**src/rtl/ps2_pkg.sv**
```systemverilog
// Shared types and constants for the PS/2 mouse tracker: packet FSM states,
// byte0 field positions, frame length and the delta decode helper.
package ps2_pkg;

  typedef enum logic [1:0] {B0, B1, B2} pkt_state_t;

  localparam int unsigned BIT_LEFT   = 0;
  localparam int unsigned BIT_RIGHT  = 1;
  localparam int unsigned BIT_MIDDLE = 2;
  localparam int unsigned BIT_SYNC   = 3;
  localparam int unsigned BIT_XSIGN  = 4;
  localparam int unsigned BIT_YSIGN  = 5;
  localparam int unsigned BIT_XOVF   = 6;
  localparam int unsigned BIT_YOVF   = 7;

  localparam int unsigned FRAME_LEN = 11;
  localparam int unsigned DELTA_W   = 9;

  // Overflowed movement saturates to the extreme of its sign.
  function automatic logic signed [DELTA_W-1:0] make_delta(input logic sign, input logic ovf,
                                                           input logic [7:0] mag);
    if (ovf) return sign ? 9'h100 : 9'h0FF;
    return {sign, mag};
  endfunction

endpackage

```
**src/rtl/ps2_byte_rx.sv**
```systemverilog
// PS/2 frame receiver: synchronises the raw lines, shifts in 11-bit frames on
// ps2_clk falling edges and flags bad start/parity/stop or a stalled frame.
module ps2_byte_rx
  import ps2_pkg::*;
#(
  parameter int unsigned TIMEOUT_CYC = 100000
) (
  input  logic       clk,
  input  logic       reset_n,
  input  logic       ps2_clk,
  input  logic       ps2_data,
  output logic [7:0] byte_data,
  output logic       byte_valid,
  output logic       byte_err
);

  localparam int unsigned TW = $clog2(TIMEOUT_CYC + 1);
  localparam int unsigned CW = $clog2(FRAME_LEN);

  logic [2:0]    clk_sync;
  logic [1:0]    data_sync;
  logic [CW-1:0] bit_cnt;
  logic [7:0]    shift;
  logic          par_acc;
  logic [TW-1:0] idle_cnt;
  logic          fall;
  logic          bit_in;

  assign fall   = clk_sync[2] & ~clk_sync[1];
  assign bit_in = data_sync[1];

  // Parity and stop are judged together at the stop bit so a bad frame yields one error.
  always_ff @(posedge clk) begin
    if (!reset_n) begin
      clk_sync   <= '1;
      data_sync  <= '1;
      bit_cnt    <= '0;
      shift      <= '0;
      par_acc    <= 1'b0;
      idle_cnt   <= '0;
      byte_data  <= '0;
      byte_valid <= 1'b0;
      byte_err   <= 1'b0;
    end else begin
      clk_sync   <= {clk_sync[1:0], ps2_clk};
      data_sync  <= {data_sync[0], ps2_data};
      byte_valid <= 1'b0;
      byte_err   <= 1'b0;
      if (fall) begin
        idle_cnt <= '0;
        if (bit_cnt == '0) begin
          par_acc <= 1'b0;
          if (bit_in) byte_err <= 1'b1;
          else        bit_cnt  <= CW'(1);
        end else if (bit_cnt == CW'(FRAME_LEN - 1)) begin
          bit_cnt <= '0;
          if (par_acc && bit_in) begin
            byte_data  <= shift;
            byte_valid <= 1'b1;
          end else begin
            byte_err <= 1'b1;
          end
        end else begin
          bit_cnt <= bit_cnt + CW'(1);
          par_acc <= par_acc ^ bit_in;
          if (bit_cnt <= CW'(8)) shift <= {bit_in, shift[7:1]};
        end
      end else if (bit_cnt != '0) begin
        if (idle_cnt == TW'(TIMEOUT_CYC)) begin
          bit_cnt  <= '0;
          idle_cnt <= '0;
          byte_err <= 1'b1;
        end else begin
          idle_cnt <= idle_cnt + TW'(1);
        end
      end
    end
  end

endmodule

```
**src/rtl/ps2_mouse_tracker.sv**
```systemverilog
// PS/2 mouse tracker: assembles 3-byte packets and integrates the movement
// into a clamped on-screen cursor position with button state and click pulses.
module ps2_mouse_tracker
  import ps2_pkg::*;
#(
  parameter int unsigned H_RES       = 640,
  parameter int unsigned V_RES       = 480,
  parameter int unsigned INIT_X      = 320,
  parameter int unsigned INIT_Y      = 240,
  parameter int unsigned POS_W       = 12,
  parameter int unsigned SPEED_SHIFT = 0,
  parameter bit          Y_INVERT    = 1'b1,
  parameter int unsigned TIMEOUT_CYC = 100000
) (
  input  logic             clk,
  input  logic             reset_n,
  input  logic             ps2_clk,
  input  logic             ps2_data,
  output logic [POS_W-1:0] x_pos,
  output logic [POS_W-1:0] y_pos,
  output logic             left_btn,
  output logic             right_btn,
  output logic             middle_btn,
  output logic             left_click,
  output logic             right_click,
  output logic             pkt_valid,
  output logic             sync_err
);

  localparam int unsigned AW = POS_W + 2;
  localparam int unsigned TW = $clog2(TIMEOUT_CYC + 1);
  localparam logic signed [AW-1:0] X_MAX = AW'(H_RES - 1);
  localparam logic signed [AW-1:0] Y_MAX = AW'(V_RES - 1);

  logic [7:0]    rx_byte;
  logic          rx_valid;
  logic          rx_err;
  pkt_state_t    state, state_next;
  logic [7:0]    byte0, byte1;
  logic [TW-1:0] pkt_idle;
  logic          timeout_c, store0_c, store1_c, commit_c, drop_c;

  logic signed [DELTA_W-1:0] dx9, dy9;
  logic signed [AW-1:0]      dx_s, dy_s, x_sum, y_sum;

  ps2_byte_rx #(.TIMEOUT_CYC(TIMEOUT_CYC)) u_rx (
    .clk       (clk),
    .reset_n   (reset_n),
    .ps2_clk   (ps2_clk),
    .ps2_data  (ps2_data),
    .byte_data (rx_byte),
    .byte_valid(rx_valid),
    .byte_err  (rx_err)
  );

  function automatic logic [POS_W-1:0] clamp(input logic signed [AW-1:0] v,
                                             input logic signed [AW-1:0] vmax);
    if (v < 0)    return '0;
    if (v > vmax) return POS_W'(vmax);
    return POS_W'(v);
  endfunction

  assign timeout_c = (pkt_idle == TW'(TIMEOUT_CYC));

  always_ff @(posedge clk) begin
    if (!reset_n) state <= B0;
    else          state <= state_next;
  end

  always_comb begin
    state_next = state;
    store0_c   = 1'b0;
    store1_c   = 1'b0;
    commit_c   = 1'b0;
    drop_c     = 1'b0;
    if (rx_err) begin
      state_next = B0;
    end else begin
      case (state)
        B0: if (rx_valid) begin
          if (rx_byte[BIT_SYNC]) begin
            store0_c   = 1'b1;
            state_next = B1;
          end else begin
            drop_c = 1'b1;
          end
        end
        B1: if (rx_valid) begin
          store1_c   = 1'b1;
          state_next = B2;
        end else if (timeout_c) begin
          state_next = B0;
        end
        B2: if (rx_valid) begin
          commit_c   = 1'b1;
          state_next = B0;
        end else if (timeout_c) begin
          state_next = B0;
        end
        default: state_next = B0;
      endcase
    end
  end

  // The third byte is consumed straight off the receiver, so commit lands one cycle after it.
  assign dx9   = make_delta(byte0[BIT_XSIGN], byte0[BIT_XOVF], byte1);
  assign dy9   = make_delta(byte0[BIT_YSIGN], byte0[BIT_YOVF], rx_byte);
  assign dx_s  = {{(AW - DELTA_W){dx9[DELTA_W-1]}}, dx9} << SPEED_SHIFT;
  assign dy_s  = {{(AW - DELTA_W){dy9[DELTA_W-1]}}, dy9} << SPEED_SHIFT;
  assign x_sum = $signed({2'b00, x_pos}) + dx_s;
  assign y_sum = Y_INVERT ? $signed({2'b00, y_pos}) - dy_s : $signed({2'b00, y_pos}) + dy_s;

  always_ff @(posedge clk) begin
    if (!reset_n) begin
      pkt_idle    <= '0;
      byte0       <= '0;
      byte1       <= '0;
      x_pos       <= POS_W'(INIT_X);
      y_pos       <= POS_W'(INIT_Y);
      left_btn    <= 1'b0;
      right_btn   <= 1'b0;
      middle_btn  <= 1'b0;
      left_click  <= 1'b0;
      right_click <= 1'b0;
      pkt_valid   <= 1'b0;
      sync_err    <= 1'b0;
    end else begin
      pkt_idle    <= (state == B0 || rx_valid) ? '0 : pkt_idle + TW'(1);
      left_click  <= 1'b0;
      right_click <= 1'b0;
      pkt_valid   <= commit_c;
      sync_err    <= rx_err | drop_c;
      if (store0_c) byte0 <= rx_byte;
      if (store1_c) byte1 <= rx_byte;
      if (commit_c) begin
        x_pos       <= clamp(x_sum, X_MAX);
        y_pos       <= clamp(y_sum, Y_MAX);
        left_btn    <= byte0[BIT_LEFT];
        right_btn   <= byte0[BIT_RIGHT];
        middle_btn  <= byte0[BIT_MIDDLE];
        left_click  <= byte0[BIT_LEFT] & ~left_btn;
        right_click <= byte0[BIT_RIGHT] & ~right_btn;
      end
    end
  end

endmodule

```
**config.mk**
```make
export PLATFORM = sky130hd
export DESIGN_NAME = ps2_mouse_tracker
export DESIGN_NICKNAME = d
export VERILOG_FILES = /design/src/rtl/ps2_pkg.sv /design/src/rtl/ps2_byte_rx.sv /design/src/rtl/ps2_mouse_tracker.sv
export SDC_FILE = /design/constraint.sdc
export NUM_CORES = 1
export LEC_CHECK = 0
export ABC_CLOCK_PERIOD_IN_PS = 3850
export CAP_MARGIN = 20
export CORE_UTILIZATION = 62
export CTS_BUF_LIST = sky130_fd_sc_hd__clkbuf_2 sky130_fd_sc_hd__clkbuf_4 sky130_fd_sc_hd__clkbuf_8
export CTS_CLUSTER_SIZE = 16
export DETAILED_ROUTE_END_ITERATION = 8
export PLACE_DENSITY = 0.86
export SLEW_MARGIN = 20
export SYNTH_ARGS = -nofsm -noshare
export SYNTH_HDL_FRONTEND = slang
export SYNTH_SLANG_ARGS = --single-unit
```
**constraint.sdc**
```tcl
create_clock -name clk -period 3.85 [get_ports clk]
set_input_delay 0.77 -clock clk [delete_from_list [all_inputs] [get_ports clk]]
set_output_delay 0.77 -clock clk [all_outputs]
set_load 0.01 [all_outputs]
```
==> metrics, run 1 <==
# rows 34; Final WS setup about 0.31 ns; DR vias/cell approximately 6.0; post-route clock skew between 0.01 and 0.015 ns; CP Cell Sequence nand2_1, o21a_1, ha_1, inv_1, fa_1, a211oi_1, o21ai_2, a41oi_2, xor2_1, a221oi_2, a21oi_1, a211o_1, a21oi_2, a221o_1; # Post-CTS Setup Buffers 0; DIE AREA roughly 9500 um^2; WL per Instance roughly 15 um; clk sinks 110; clock buffer depth 2; CP peak stage delay approximately 0.42 ns; vias in the first global route ~4600; CTS Root Cell clkbuf_8; Gate power share 2.2%; Port Buf Inserts 34; Final Hold Fails 0; Fmax about 0.28 GHz; Post-DRT Antenna Nets 0; Top delay family on crit path compound AO/OA/AOI/OAI gates; first-pass GRT wire length 20.9 mm; antenna violations before repair 0; maximum number of pins on one net before global-route repair 42; num ports 35; status complete, no violations; Post-CTS Hold Buffers 0; WP buf/inv 1; TritonCTS clock tree yes; Syn Inst Count 650; Slowest-stage cell, CP fa_1; DR pass1 iterations 5; syn_area_per_cell a little under 9 um^2; relative slew slack 37.0%; effective utilization at floorplan about 64%; vias roughly 4700; final cycle utilization of the critical path approximately nine tenths; hpwl dp 8.92 mm; Fillers between 600 and 700; CP Max Fanout 10; Die X just under 100 um; Clk Latency, worst-skew pair 0.38 ns; #FFs+latches synth 110; top cells by area, synth dfxtp_1 (39%), ha_1 (7.8%), nor2_1 (5.2%); CTS resizes 0; grt total ovfl 0; RSZ-0062 raised after global routing no; fraction of registers with async set/reset 0%; Leak roughly 2.5 nW; GPL Wtd Cong between 0.9 and 1; Hold WS 0.421 ns; core area just under 9000 um^2; Post-synth EDFFs 0; crit path time final around 3.5 ns; CP Launch Type register; Die Y a little under 100 um; drt initial violations approximately 330; layout overhead on the synthesized area 11.2%; Worst EP arrival about 3.9 ns; Internal approximately 0.0015 W; MaxCap Viol Count 0; Clk pin slew, worst setup/hold paths 0.10 ns; NetSw about 0.00045 W; top cell type's share of synthesized area ~39%; DRC errors left 0; n_diodes 0; Net Count, Synth 691; fin util 71.5%; Critical Path Sink Type register; Max VDD drop around 190 uV; Max Slew Vio Count 0; PwrDens between 300 and 400 nW/um^2; GRT Util Overall between 20% and 30%; Synth area leader dfxtp_1; Post-synth top flop dfxtp_1; sum of negative setup slack 0 ns; sequential element share of the synthesized area approximately two fifths; nets 721; Ys Warns 0; layout cells sized above 1 between 4 and 5%; Total Wirelength roughly 12 mm; Setup CP Type register to register; CTS buffer count 9; Sequential Power Share between 50% and 60%; dpl ws 0.400 ns; post-synthesis cell type count a little over 60; endpoints failing setup 0; Required @ worst endpoint 4.17 ns; H-tree depth 3; clock share of power a little under two fifths; Hold Crit Class register to register; sw frac a little under a quarter; Worst-Margin Slew 0.939 ns; area of the mapped netlist between 5000 and 6000 um^2
metrics by stage:
stage | power (W) | cells | cell area [um^2]
5_1_grt | 0.00197 | 793 | 6260
6_report | 0.00191 | 793 | 6260
2_1_floorplan | 0.00120 | 650 | 5630
3_5_place_dp | 0.00121 | 777 | 6060
3_3_place_gp | 0.00121 | 777 | 6060
4_1_cts | 0.00192 | 793 | 6260
cells in the mapped netlist, drive strengths merged (5+ instances only):
cell type,count
nor2b,8
and3,10
nand2,73
xnor2,21
a21o,6
nor3,10
and2,5
mux2i,25
a221o,11
nand2b,11
a31oi,7
inv,28
dfxtp,110
nor2,78
ha,35
nand4,6
nand3,30
a21oi,35
xor2,30
clkbuf,18
o21ai,27
o21a,12
final timing paths:
check | startpoint | endpoint | slack [ns] | cells past startpoint
setup reg to reg | byte0[7] | y_pos[1] | 0.31 | 14
hold reg to reg | u_rx.clk_sync[0] | u_rx.clk_sync[1] | 0.42 | 1
setup / recovery | byte0[7] | y_pos[1] | 0.31 | 14
hold / removal | u_rx.clk_sync[0] | u_rx.clk_sync[1] | 0.42 | 1
layout by cell type, fill, tap and decap left out, types with 2 or more instances in the layout:
cell type        count
buf_4                5
clkdlybuf4s50_1     34
a22oi_1              2
nor3b_1              3
nand4_1              6
ha_1                35
nor2_1              78
o21ai_0             13
xor2_1              30
and4_1               2
clkbuf_8             9
nor2b_1              8
o21bai_1             4
and3_1              10
a21oi_1             34
clkinv_4             2
mux2i_1             25
nand2b_1            11
dfxtp_1            110
inv_1               28
nor4_1               4
xnor2_1             21
nor3_1              10
a211o_1              3
and2_1               5
o21a_1              12
or3_1                3
nor4b_1              4
nand2_1             72
a221o_1             11
a31oi_1              7
nand3_1             29
o21ai_1             13
fa_1                 2
and3b_1              2
nor4bb_1             2
a21o_1               6
logic make-up (layout without fill, tap and decap cells):
family / Yosys count / after routing / synth area share [%]
buffers and inverters: 48 / 83 / 3.36
AND/OR/NAND/NOR: 256 / 256 / 21.6
AO/OA/AOI/OAI: 123 / 123 / 15.0
flip-flops: 110 / 110 / 39.1
XOR/XNOR: 51 / 51 / 7.94
adder cells (fa/ha/maj): 37 / 37 / 8.49
multiplexers: 25 / 25 / 4.45
per-layer routing:
layer	GRT usage, %	vias to the layer above	share of wire, %	wire [um]
li1	-	2326	-	-
met1	33.0	2249	45	5470
met2	46.5	120	49	6060
met3	4.46	33	4.0	494
met4	9.28	0	2.1	256
met5	0	-	0	0
power groups by stage:
| stage | Clock, W | Sequential (W) | Combinational [W] |
|---|---|---|---|
| 4_1_cts | 0.000734 | 0.00114 | 0.0000410 |
| 5_1_grt | 0.000779 | 0.00115 | 0.0000456 |
| 2_1_floorplan | 0 | 0.00117 | 0.0000275 |
| 3_3_place_gp | 0 | 0.00117 | 0.0000394 |
| 6_report | 0.000725 | 0.00114 | 0.0000418 |
| 3_5_place_dp | 0 | 0.00117 | 0.0000408 |
sequential cells by signal (all words and copies together) (netlist names), 3 cells and up:
register,flops
u_rx.shift,8
u_rx.clk_sync,3
byte1,8
byte0,7
u_rx.idle_cnt,17
pkt_idle,17
y_pos,12
u_rx.byte_data,8
u_rx.bit_cnt,4
x_pos,12
worst register-to-register path: cells and delay by family, from the launching register on:
family | cells | cell delay (ns)
AND/OR/NAND/NOR | 1 | 0.21
adder cells (fa/ha/maj) | 2 | 0.57
buffers and inverters | 1 | 0.05
flip-flops | 1 | 0.41
AO/OA/AOI/OAI | 9 | 2.10
XOR/XNOR | 1 | 0.13
cell type report:
cell class	count	area [um^2]	area share, %
inverter	28	105	1.68
sequential	110	2200	35.2
multi-input combinational	492	3240	51.7
clock inverter	7	80.1	1.28
tap	108	135	2.16
timing repair buffer	39	378	6.03
clock buffer	9	124	1.98
Note: power is estimated with default switching activity, not from simulation.
==> inputs of run 2 (changes only) <==
Settings changed: CORE_MARGIN set to 2, PLACE_DENSITY 0.86 to 0.83.
==> run 2 against run 1 <==
Maximum frequency decreased by 0.19%. Design area fell by 0.30%. Flip-flop and latch count stayed put. Critical path type unchanged. Clock skew decreased by 0.00095 ns. Global-route usage down 2.3 points. Highest routed layer unchanged. Wire length is 4.6% lower. Clock power down 6.8%. Critical path depth stayed put. Sequential share of layout area rose by 0.11 points. Clock-buffer cell count is 2 higher. Via count is 3.0% lower. Core utilization decreased by 0.21 points.
==> metrics, run 2 (synthesized netlist as in run 1, its figures left out) <==
clock share of power 36.3% (-1.6 points); hpwl dp 8.70 mm (-2.5%); MaxCap Viol Count 0 (unchanged); DR vias/cell 5.79 (-2.9%); Total Wirelength 11.7 mm (-4.6%); CTS resizes 0 (unchanged); dpl ws 0.376 ns (-0.0233 ns); GPL Wtd Cong 0.895 (-5.1%); drt initial violations 210 (-37%); DRC errors left 0 (unchanged); final cycle utilization of the critical path 92.0% (+0.17 points); GRT Util Overall 24.3% (-2.3 points); TritonCTS clock tree yes; Final WS setup 0.307 ns (-0.00665 ns); core area 8760 um^2 (unchanged); endpoints failing setup 0 (unchanged); WP buf/inv 1 (unchanged); Worst EP arrival 3.86 ns (about the same); Post-CTS Hold Buffers 0 (unchanged); H-tree depth 3 (unchanged); relative slew slack 39.3% (+2.4 points); Final Hold Fails 0 (unchanged); NetSw 0.000429 W (-4.1%); first-pass GRT wire length 19.9 mm (-4.5%); antenna violations before repair 0 (unchanged); CP Max Fanout 10 (unchanged); clock buffer depth 2 (unchanged); Critical Path Sink Type register; Die X 99.3 um (+2.1%); layout cells sized above 1 4.24% (-0.14 points); DIE AREA 9860 um^2 (+4.2%); Max VDD drop 159 uV (-17%); layout overhead on the synthesized area 10.9%; RSZ-0062 raised after global routing no; vias in the first global route 4417 (-4.2%); CP Cell Sequence nand2_1, o21a_1, ha_1, inv_1, fa_1, a211oi_1, o21ai_2, a41oi_2, xor2_1, a221oi_2, a21oi_1, a211o_1, a21oi_2, a221o_1; Sequential Power Share 61.5% (+1.6 points); grt total ovfl 0 (unchanged); Leak 2.46 nW (-0.35%); n_diodes 0 (unchanged); # rows 34 (unchanged); CTS Root Cell clkbuf_8; Largest regs pkt_idle (17), u_rx.idle_cnt (17); Die Y 99.3 um (+2.1%); num ports 35 (unchanged); post-route clock skew 0.00937 ns (-0.000950 ns); nets 720 (-0.14%); Clk pin slew, worst setup/hold paths 0.10 ns (about the same); maximum number of pins on one net before global-route repair 42 (unchanged); CTS buffer count 9 (unchanged); most frequent cells in the layout dfxtp_1 (110), nor2_1 (78), nand2_1 (72); Fmax 0.282 GHz (-0.19%); WL per Instance 14.8 um (-4.5%); Hold Crit Class register to register; Post-DRT Antenna Nets 0 (unchanged); CP Launch Type register; crit path time final 3.54 ns (+0.00665 ns); CP peak stage delay 0.43 ns (about the same); Port Buf Inserts 34 (unchanged); sum of negative setup slack 0 ns (unchanged); Gate power share 2.2% (about the same); sw frac 23.0% (-0.36 points); Clk Latency, worst-skew pair 0.37 ns (about the same); Worst-Margin Slew 0.904 ns (-0.0351 ns); Setup CP Type register to register; vias 4585 (-3.0%); DR pass1 iterations 5 (unchanged); Fillers 698 (+4.2%); Required @ worst endpoint 4.17 ns (about the same); status complete, no violations; Tot Pwr 0.00186 W (-2.6%); # Post-CTS Setup Buffers 0 (unchanged); Max Slew Vio Count 0 (unchanged); Top delay family on crit path compound AO/OA/AOI/OAI gates; Internal 0.00143 W (-2.2%); PwrDens 298 nW/um^2 (-2.3%); effective utilization at floorplan 64.2% (unchanged); clk sinks 110 (unchanged); most common cell after layout, fill and taps aside dfxtp_1; Slowest-stage cell, CP fa_1
[run 2: changes by cell type in the layout (fill, tap and decap cells not counted), sizes merged]
| cell | change |
|---|---|
| clkbuf | +2 |
| bufinv | -1 |
| buf | -1 |
| clkinv | -1 |
[run 2: cell type report]
type                            instances  area, um^2  share of cell area [%]
Clock buffer                           11         151                    2.42
Inverter                               28         105                    1.68
Timing Repair Buffer                   38         370                    5.93
Sequential cell                       110        2200                    35.3
Tap cell                              108         135                    2.16
Clock inverter                          5        41.3                   0.661
Multi-Input combinational cell        492        3240                    51.9
[run 2: path summary, 6_finish.rpt]
| path | from | to | slack, ns | cells past startpoint |
|---|---|---|---|---|
| worst max-delay path | byte0[7] | y_pos[2] | 0.31 | 14 |
| worst min-delay path | u_rx.clk_sync[0] | u_rx.clk_sync[1] | 0.41 | 1 |
| worst max register to register | byte0[7] | y_pos[2] | 0.31 | 14 |
| worst min register to register | u_rx.clk_sync[0] | u_rx.clk_sync[1] | 0.41 | 1 |
[run 2: power by group through the flow]
stage	logic [W]	registers (W)	clock network, W
2_1_floorplan	0.0000275	0.00117	0
3_3_place_gp	0.0000388	0.00117	0
3_5_place_dp	0.0000397	0.00117	0
4_1_cts	0.0000397	0.00114	0.000691
5_1_grt	0.0000440	0.00115	0.000732
6_report	0.0000402	0.00114	0.000676
[run 2: per-layer routing]
layer	GRT usage (%)	wire length [um]
met3	4.15	419
met2	40.5	5460
met5	0	0
met1	31.1	5550
met4	10.6	294
[run 2: through the flow]
stage | area (um^2) | cells | hold WS, ns | utilization [%]
global placement | 6050 | 776 | 0.394 | 69.0
detailed placement | 6050 | 776 | 0.392 | 69.0
CTS | 6240 | 792 | 0.415 | 71.2
finish | 6240 | 792 | 0.414 | 71.2
floorplan | 5630 | 650 | 0.386 | -
global route | 6240 | 792 | 0.429 | 71.2
[run 2: worst register-to-register path, delay by kind of cell (launching register included)]
kind / cells / cell delay [ns]
AND/OR/NAND/NOR: 1 / 0.19
flip-flops: 1 / 0.41
adder cells (fa/ha/maj): 2 / 0.59
XOR/XNOR: 1 / 0.14
buffers and inverters: 1 / 0.06
AO/OA/AOI/OAI: 9 / 2.11
==> inputs of run 3 (changes only) <==
Settings changed: CORE_MARGIN 2 to 1, PLACE_DENSITY 0.83 to 0.89.
==> run 3 against run 2 <==
Flip-flop and latch count unchanged. Sequential power about the same. Total power grew 6.9%. Clock power up 19%. Clock skew up 0.0042 ns. Register-to-register slack gained 0.03 ns. Largest power group unchanged.
==> metrics, run 3 (synthesized netlist as in run 1, its figures left out) <==
Die X 97.3 um (-2.0%); CP Max Fanout 10 (unchanged); drt initial violations 261 (+24%); Worst R2R Start byte0[7]; MaxCap Viol Count 0 (unchanged); hpwl dp 8.88 mm (+2.1%); sw frac 21.4% (-1.6 points); DRC errors left 0 (unchanged); NetSw 0.000427 W (-0.41%); DIE AREA 9460 um^2 (-4.0%); TritonCTS clock tree yes; # rows 34 (unchanged); DR pass1 iterations 4 (-1); Sequential Power Share 57.5% (-4.0 points); Placed Cells 775 (-0.13%); R2R Path End y_pos[1]; clock buffer depth 2 (unchanged); Critical Path Sink Type register; crit path time final 3.51 ns (-0.0297 ns); Slowest-stage cell, CP fa_1; Fmax 0.285 GHz (+0.84%); hold wc startpoint u_rx.clk_sync[0]; GPL Wtd Cong 0.966 (+8.0%); Worst Reg-to-Reg Cells 14 (unchanged); Required @ worst endpoint 4.11 ns (-0.06 ns); post-route clock skew 0.0136 ns (+0.00418 ns); maximum number of pins on one net before global-route repair 40 (-4.8%); RSZ-0062 raised after global routing no; Max VDD drop 257 uV (+62%); PwrDens 317 nW/um^2 (+6.3%); Leak 2.47 nW (+0.75%); hold depth 1 (unchanged); status complete, no violations; layout overhead on the synthesized area 11.6%; Total Wirelength 12.2 mm (+4.1%); grt total ovfl 0 (unchanged); vias in the first global route 4542 (+2.8%); core area 8760 um^2 (unchanged); most common cell after layout, fill and taps aside dfxtp_1; Setup CP Type register to register; FF-to-FF setup slack 0.34 ns (+0.03 ns); Gate power share 2.0% (-0.2 points); first-pass GRT wire length 20.7 mm (+3.9%); GRT Util Overall 26.2% (+1.9 points); Max Slew Vio Count 0 (unchanged); Hold WS 0.415 ns (+0.00113 ns); H-tree depth 3 (unchanged); CTS buffer count 9 (unchanged); layout cells sized above 1 4.10% (-0.14 points); Clk Latency, worst-skew pair 0.36 ns (about the same); Post-CTS Hold Buffers 0 (unchanged); DR vias/cell 5.97 (+3.1%); Clk pin slew, worst setup/hold paths 0.11 ns (about the same); relative slew slack 37.8% (-1.6 points); sum of negative setup slack 0 ns (unchanged); Hold Crit Class register to register; Largest regs pkt_idle (17), u_rx.idle_cnt (17); Worst-Margin Slew 0.930 ns (+0.0264 ns); Internal 0.00156 W (+9.1%); effective utilization at floorplan 64.2% (unchanged); CP Cell Sequence nand2_1, o21a_1, ha_1, inv_1, fa_1, a211oi_1, o21ai_2, a41oi_2, nor3b_1, a221oi_2, or3_1, nand3_2, a21oi_2, a221o_1; WL per Instance 15.4 um (+4.2%); hold path endpoint u_rx.clk_sync[1]; CTS Root Cell clkbuf_8; final cycle utilization of the critical path 91.3% (-0.77 points); num ports 35 (unchanged); n_diodes 0 (unchanged); CP peak stage delay 0.43 ns (about the same); Final Hold Fails 0 (unchanged); clock share of power 40.5% (+4.2 points); Post-Layout Cell Count 791 (-0.13%); Die Y 97.3 um (-2.0%); antenna violations before repair 0 (unchanged); Post-DRT Antenna Nets 0 (unchanged); endpoints failing setup 0 (unchanged); Port Buf Inserts 34 (unchanged); clk sinks 110 (unchanged); nets 719 (-0.14%); Tot Pwr 0.00199 W (+6.9%); Fillers 642 (-8.0%); Worst EP arrival 3.77 ns (-0.09 ns); most frequent cells in the layout dfxtp_1 (110), nor2_1 (78), nand2_1 (72); vias 4721 (+3.0%); # Post-CTS Setup Buffers 0 (unchanged); CP Launch Type register; CTS resizes 0 (unchanged)
-- run 3: worst max path at each step --
stage / startpoint / end / cells after the start
CTS: byte0[7] / y_pos[1] / 14
detailed placement: byte0[7] / y_pos[1] / 14
finish: byte0[7] / y_pos[1] / 14
global placement: byte0[7] / y_pos[1] / 14
floorplan: byte0[7] / y_pos[2] / 15
global route: byte0[7] / y_pos[1] / 14
-- run 3: cell type report --
type / instances / area (um^2) / area share [%]
Clock inverter: 5 / 86.3 / 1.37
Sequential cell: 110 / 2200 / 35.1
Tap cell: 108 / 135 / 2.15
Clock buffer: 11 / 151 / 2.41
Multi-Input combinational cell: 492 / 3240 / 51.6
Inverter: 28 / 105 / 1.67
Timing Repair Buffer: 37 / 363 / 5.78
-- run 3: metal layers --
layer	track usage, %	vias to the layer above	part of all wire (%)
li1	-	2313	-
met1	33.1	2278	44
met2	45.8	106	50
met3	3.60	24	4.1
met4	8.82	0	1.8
met5	0	-	0
-- run 3: through the flow --
| stage | instance area [um^2] | worst slack (ns) | util (%) |
|---|---|---|---|
| final | 6280 | 0.337 | 71.7 |
| after floorplan | 5630 | 0.623 | - |
| after global routing | 6280 | 0.0956 | 71.7 |
| after CTS | 6280 | 0.345 | 71.7 |
| after detailed placement | 6040 | 0.368 | 69.0 |
| after global placement | 6040 | 0.565 | 69.0 |
-- run 3: power by group through the flow --
stage | Combinational (W) | Clock, W | Sequential [W]
floorplan | 0.0000275 | 0 | 0.00117
global placement | 0.0000370 | 0 | 0.00117
detailed placement | 0.0000382 | 0 | 0.00117
CTS | 0.0000387 | 0.000811 | 0.00114
global route | 0.0000436 | 0.000860 | 0.00115
finish | 0.0000390 | 0.000807 | 0.00114
-- run 3: worst max-delay path: cells and delay by family (launching register included) --
family,cells,cell delay [ns]
and+or+nand+nor,4,1.02
buffers and inverters,1,0.06
adders and majority gates,2,0.59
DFF,1,0.41
AOI/OAI and AO/OA,7,1.34
